## src/rtl/button_debouncer.sv

```systemverilog
// ============================================================================
// Module   : button_debouncer
// Brief    : Two-flop synchroniser, per-button debounce and press/release/
//            long-press pulse generation. Optional HOLD_REPEAT_EN adds
//            auto-repeat press pulses while a button is held past long-press.
// Revision : 1.0 - initial release
// ============================================================================
`default_nettype none

module button_debouncer #(
    parameter int N_BTN         = 3,
    parameter int DB_CYCLES     = 2000000,
    parameter int LONG_CYCLES   = 100000000,
    parameter int REPEAT_CYCLES = 20000000
) (
    input  logic             clk,
    input  logic             rst_n,
    input  logic [N_BTN-1:0] button_raw,
    input  logic             lock,
    output logic [N_BTN-1:0] btn_level,
    output logic [N_BTN-1:0] btn_press,
    output logic [N_BTN-1:0] btn_release,
    output logic [N_BTN-1:0] btn_long
);

    localparam int c_DBC_W = $clog2(DB_CYCLES);
    localparam int c_HC_W  = $clog2(LONG_CYCLES + 1);

    localparam logic [c_DBC_W-1:0] c_DB_LAST   = c_DBC_W'(DB_CYCLES - 1);
    localparam logic [c_HC_W-1:0]  c_LONG_LAST = c_HC_W'(LONG_CYCLES - 1);
    localparam logic [c_HC_W-1:0]  c_LONG_MAX  = c_HC_W'(LONG_CYCLES);

    typedef enum logic [1:0] {
        ST_IDLE = 2'd0,
        ST_HELD = 2'd1,
        ST_LONG = 2'd2
    } state_t;

    if (DB_CYCLES < 2 || LONG_CYCLES < 1 || REPEAT_CYCLES < 1) begin : g_param_check
        $error("button_debouncer: invalid cycle parameters");
    end

    logic [N_BTN-1:0] r_sync1;
    logic [N_BTN-1:0] r_sync2;

    always_ff @(posedge clk) begin
        if (!rst_n) begin
            r_sync1 <= '0;
            r_sync2 <= '0;
        end else begin
            r_sync1 <= button_raw;
            r_sync2 <= r_sync1;
        end
    end

    for (genvar i = 0; i < N_BTN; i++) begin : g_btn
        logic [c_DBC_W-1:0] r_dbc;
        logic               r_level;
        logic               w_differ;
        logic               w_accept;
        logic               w_rise;
        logic               w_fall;
        state_t             r_state;
        state_t             w_state_nxt;
        logic [c_HC_W-1:0]  r_hc;
        logic [c_HC_W-1:0]  w_hc_nxt;
        logic               w_long;
        logic               w_repeat;
        logic               r_press;
        logic               r_release;
        logic               r_long;

        // Any sample matching the current level restarts the stability count.
        assign w_differ = r_sync2[i] ^ r_level;
        assign w_accept = w_differ && (r_dbc == c_DB_LAST);
        assign w_rise   = w_accept &&  r_sync2[i];
        assign w_fall   = w_accept && !r_sync2[i];

        always_ff @(posedge clk) begin
            if (!rst_n) begin
                r_dbc   <= '0;
                r_level <= 1'b0;
            end else begin
                if (!w_differ || w_accept) begin
                    r_dbc <= '0;
                end else begin
                    r_dbc <= r_dbc + 1'b1;
                end
                if (w_accept) begin
                    r_level <= r_sync2[i];
                end
            end
        end

        always_ff @(posedge clk) begin
            if (!rst_n) begin
                r_state <= ST_IDLE;
                r_hc    <= '0;
            end else begin
                r_state <= w_state_nxt;
                r_hc    <= w_hc_nxt;
            end
        end

        always_comb begin
            w_state_nxt = r_state;
            w_hc_nxt    = r_hc;
            w_long      = 1'b0;
            case (r_state)
                ST_IDLE: begin
                    if (w_rise) begin
                        w_state_nxt = ST_HELD;
                        w_hc_nxt    = '0;
                    end
                end
                ST_HELD: begin
                    if (w_fall) begin
                        w_state_nxt = ST_IDLE;
                        w_hc_nxt    = '0;
                    end else begin
                        if (r_hc == c_LONG_LAST) begin
                            w_long      = 1'b1;
                            w_state_nxt = ST_LONG;
                        end
                        if (r_hc != c_LONG_MAX) begin
                            w_hc_nxt = r_hc + 1'b1;
                        end
                    end
                end
                ST_LONG: begin
                    if (w_fall) begin
                        w_state_nxt = ST_IDLE;
                        w_hc_nxt    = '0;
                    end else if (r_hc != c_LONG_MAX) begin
                        w_hc_nxt = r_hc + 1'b1;
                    end
                end
                default: begin
                    w_state_nxt = ST_IDLE;
                    w_hc_nxt    = '0;
                end
            endcase
        end

`ifdef HOLD_REPEAT_EN
        localparam int c_RC_W = (REPEAT_CYCLES > 1) ? $clog2(REPEAT_CYCLES) : 1;
        localparam logic [c_RC_W-1:0] c_REP_LAST = c_RC_W'(REPEAT_CYCLES - 1);

        logic [c_RC_W-1:0] r_rc;

        // Repeat phase restarts from zero every time LONG is entered.
        always_ff @(posedge clk) begin
            if (!rst_n || r_state != ST_LONG || w_fall || r_rc == c_REP_LAST) begin
                r_rc <= '0;
            end else begin
                r_rc <= r_rc + 1'b1;
            end
        end

        assign w_repeat = (r_state == ST_LONG) && !w_fall && (r_rc == c_REP_LAST);
`else
        assign w_repeat = 1'b0;
`endif

        // lock drops pulses outright; state and counters keep running.
        always_ff @(posedge clk) begin
            if (!rst_n) begin
                r_press   <= 1'b0;
                r_release <= 1'b0;
                r_long    <= 1'b0;
            end else begin
                r_press   <= (w_rise || w_repeat) && !lock;
                r_release <= w_fall && !lock;
                r_long    <= w_long && !lock;
            end
        end

        assign btn_level[i]   = r_level;
        assign btn_press[i]   = r_press;
        assign btn_release[i] = r_release;
        assign btn_long[i]    = r_long;
    end

endmodule

`default_nettype wire

```

## config.mk

```make
export PLATFORM = sky130hd
export DESIGN_NAME = button_debouncer
export DESIGN_NICKNAME = d
export VERILOG_FILES = /design/src/rtl/button_debouncer.sv
export SDC_FILE = /design/constraint.sdc
export NUM_CORES = 1
export LEC_CHECK = 0
export ABC_CLOCK_PERIOD_IN_PS = 2700
export CAP_MARGIN = 20
export CORE_MARGIN = 10
export CORE_UTILIZATION = 30
export CTS_CLUSTER_DIAMETER = 200
export DETAILED_ROUTE_END_ITERATION = 7
export GPL_ROUTABILITY_DRIVEN = 0
export PLACE_DENSITY_LB_ADDON = 0.05
export SYNTH_ARGS = -nofsm -noshare
export SYNTH_HDL_FRONTEND = slang
export SYNTH_SLANG_ARGS = --single-unit
export TNS_END_PERCENT = 30
```

## constraint.sdc

```tcl
create_clock -name clk -period 2.7 [get_ports clk]
set_input_delay 0.54 -clock clk [delete_from_list [all_inputs] [get_ports clk]]
set_output_delay 0.54 -clock clk [all_outputs]
set_load 0.01 [all_outputs]
```

==> impl_results.md, run 1 <==
- Synth Net Count: 1100
- Crit path required time: about 3.1 ns
- Hold path startpoint: r_sync1[2]
- Antenna violations before repair: 0
- Area Overhead vs Synth: 17.2%
- Gate Count Post-Synth: roughly 1100
- Crit Path Max Fanout: 10
- Htree depth: 4
- Cell area after synthesis: 8730 µm²
- Crit path arrival time: about 3 ns
- RR Startpoint: g_btn[1].r_dbc[12]
- # diodes: 0
- CTS tree: built
- Status: finished, final reports clean
- # setup viols final: 0
- Setup crit start: g_btn[1].r_dbc[12]
- CTS Buf Count: 17
- Slew Limit Headroom: ~58%
- Metal-1 WL: 11700 µm
- Register area share after synthesis: 38.5%
- Most common cell after layout, fill and taps aside: dfxtp_1
- Final worst setup slack: roughly 0.11 ns
- Critical Path Max Stage Delay: 0.58 ns
- Routed vias: about 7800
- Die H: 191 µm
- CTS Sinks: around 170
- CTS max path bufs: 2
- Pwr per Cell Area: approximately 470 nW/µm²
- Fin nets: between 1000 and 1500
- Pin count of the biggest net entering global routing: 39
- Period utilization: 96.0%
- Synth Register Bits: around 170
- Hold Vio Cnt, Final: 0
- Avg Inst Size Synth: a little over 8 µm²
- Post-Route WL: about 23000 µm
- Most used DFF post-synth: dfxtp_1
- RSZ-0062 raised after global routing: no
- Number of synthesized flops with an enable pin: 0
- GRT overflow: 0
- Max frequency: 386 MHz
- Core ar.: 28700 µm²
- DR WL met3: 578 µm
- Num rows: 62
- Root Driver: clkbuf_16
- IO Pins: 18
- MaxCap Viol Count: 0
- Synth cell types: 66
- Critical path's slowest cell: or4_1
- DP Wirelength: approximately 17000 µm
- Fin crit period: 2.59 ns
- Kind of critical path: flop to flop
- Leak: 0.00328 µW
- Slew @ Worst Pin: about 0.63 ns
- Post-synth top area share: between 30% and 40%
- GRT Resource Usage Total: between 10% and 20%
- Most frequent cells in the layout: 168 x dfxtp_1, 118 x nor2_1, 92 x nand2_1
- Max Used Layer: met4
- Yosys Warn Count: 0
- First drt pass iteration count: 4
- Post-DRT Antenna Nets: 0
- WL per Instance: between 15 and 20 µm
- Vias/cell: between 5 and 6
- Hold-fix buffers, CTS: 0
- Top cell type by total area after synthesis: dfxtp_1
- Crit. End Element: flop
- Crit path max-delay family: simple AND/OR/NAND/NOR gates
- Met2 WL: about 11000 µm
- Global-route wire length before repair: 39800 µm
- Startpoint Class: flop
- Drt drc: 0
- Fillers: between 3000 and 4000
- Worst VDD drop: 393 µV
- Post-Route Setup TNS: 0 ns
- Area contributors post-synth: dfxtp_1 39%, nor2_1 5.1%, nand3_1 4.2%
- Vias in the first global route: about 8000
- Hold crit path type: flop to flop
- Ratio of cells with drive above 1 in the final layout: 10.7%
- Critical Path, Cell by Cell: or4b_1 -> or4_1 -> o31ai_4 -> buf_4 -> nand2_4 -> or3_1 -> a21oi_1
- Die Span X: between 150 and 200 µm
- PortBufs: 17
- Final slew viol count: 0
- Fraction of registers with async set/reset: 0%
- Clk Latency, worst-skew pair: about 0.43 ns
- Dpl ws: around 0.12 ns
- Crit path buf inv count: 1
- Clock skew: 0.0118 ns
- Initial core utilization: between 30% and 40%
- Full die area: between 30000 and 40000 µm²
- Clk pin slew, worst setup/hold paths: 0.06 ns
- Final Core Density: between 30% and 40%
- Initial DRC count: about 380
path summary, 6_finish.rpt:
path,slack (ns),depth (start not counted),to
setup / recovery,0.11,7,g_btn[1].r_hc[26]
hold / removal,0.44,1,r_sync2[2]
setup reg to reg,0.11,7,g_btn[1].r_hc[26]
hold reg to reg,0.44,1,r_sync2[2]
routing by layer:
| metal | GRT usage, % | up-vias |
|---|---|---|
| li1 | - | 4032 |
| met4 | 3.27 | 0 |
| met5 | 0 | - |
| met1 | 17.2 | 3681 |
| met2 | 22.1 | 67 |
| met3 | 2.45 | 15 |
cells in the mapped netlist (9+ instances only):
cell / n
and3_1: 24
nand2b_1: 16
and2_1: 12
nor3_1: 33
nor2b_1: 11
a21oi_1: 50
dfxtp_1: 168
o21ai_0: 56
o31ai_1: 25
nor2_1: 118
nand2_1: 92
nand4_1: 36
or4_1: 11
nor4_1: 32
or3_1: 19
xnor2_1: 25
buf_4: 12
xor2_1: 28
clkbuf_1: 29
and4_1: 9
o21a_1: 18
nand3_1: 74
o211ai_1: 21
inv_1: 36
ha_1: 18
timing repair:
action	CTS	global route
setup buffers	0	0
setup endpoints to repair	0	2
gates resized for setup	0	2
flip-flops by register name (all words and copies together), names as in the netlist:
signal,cells
g_btn.r_release,3
r_sync2,3
r_sync1,3
g_btn.r_level,3
g_btn.r_dbc,63
g_btn.r_long,3
g_btn.r_state,6
g_btn.r_press,3
g_btn.r_hc,81
worst register-to-register path, cell delays in order (launching register included):
cell and delay (ns):
dfxtp_1 0.31, or4b_1 0.51, or4_1 0.58, o31ai_4 0.30, buf_4 0.21, nand2_4 0.10, or3_1 0.37, a21oi_1 0.14
power breakdown:
part	internal [µW]	total, µW	switching, µW
sequential	2480	2490	3.34
clock	1210	2230	1020
combinational	24.9	77.9	53.0
total	3720	4790	1070
through the flow:
step	std cells	power (µW)	hold WS [ns]	cell area [µm²]
final	1530	4790	0.438	10200
after global routing	1530	5000	0.473	10200
after CTS	1530	4910	0.443	10200
after detailed placement	1499	2620	0.428	9700
after global placement	1499	2620	0.416	9700
after floorplan	1076	2580	0.412	8730
kinds of logic (layout without fill, tap and decap cells):
kind of cell,count (synthesis),in the layout,share of synthesized area [%]
AND/OR/NAND/NOR,529,529,32.1
AO/OA/AOI/OAI,223,223,17.1
flip-flops,168,168,38.5
buffers and inverters,84,154,4.27
XOR/XNOR,53,53,5.32
adder cells (fa/ha/maj),18,18,2.58
multiplexers,1,1,0.115
layout make-up:
cell class | instances | area [µm²] | share of cell area, %
multi-input combinational | 824 | 5010 | 48.9
sequential | 168 | 3360 | 32.9
timing repair buffer | 87 | 728 | 7.12
tap | 384 | 480 | 4.70
clock buffer | 23 | 468 | 4.57
inverter | 36 | 135 | 1.32
clock inverter | 8 | 50.0 | 0.489
(Power assumes the default switching activity.)
==> run 2: changes to the inputs <==
--- a/config.mk
+++ b/config.mk
@@ -6,7 +6,7 @@
 export NUM_CORES = 1
 export LEC_CHECK = 0
 export ABC_CLOCK_PERIOD_IN_PS = 2700
-export CAP_MARGIN = 20
+export CAP_MARGIN = 0
 export CORE_MARGIN = 10
 export CORE_UTILIZATION = 30
 export CTS_CLUSTER_DIAMETER = 200
@@ -16,4 +16,3 @@
 export SYNTH_ARGS = -nofsm -noshare
 export SYNTH_HDL_FRONTEND = slang
 export SYNTH_SLANG_ARGS = --single-unit
-export TNS_END_PERCENT = 30
==> results of run 2 <==
No change in the layout: final DEF, timing and power equal those of run 1.
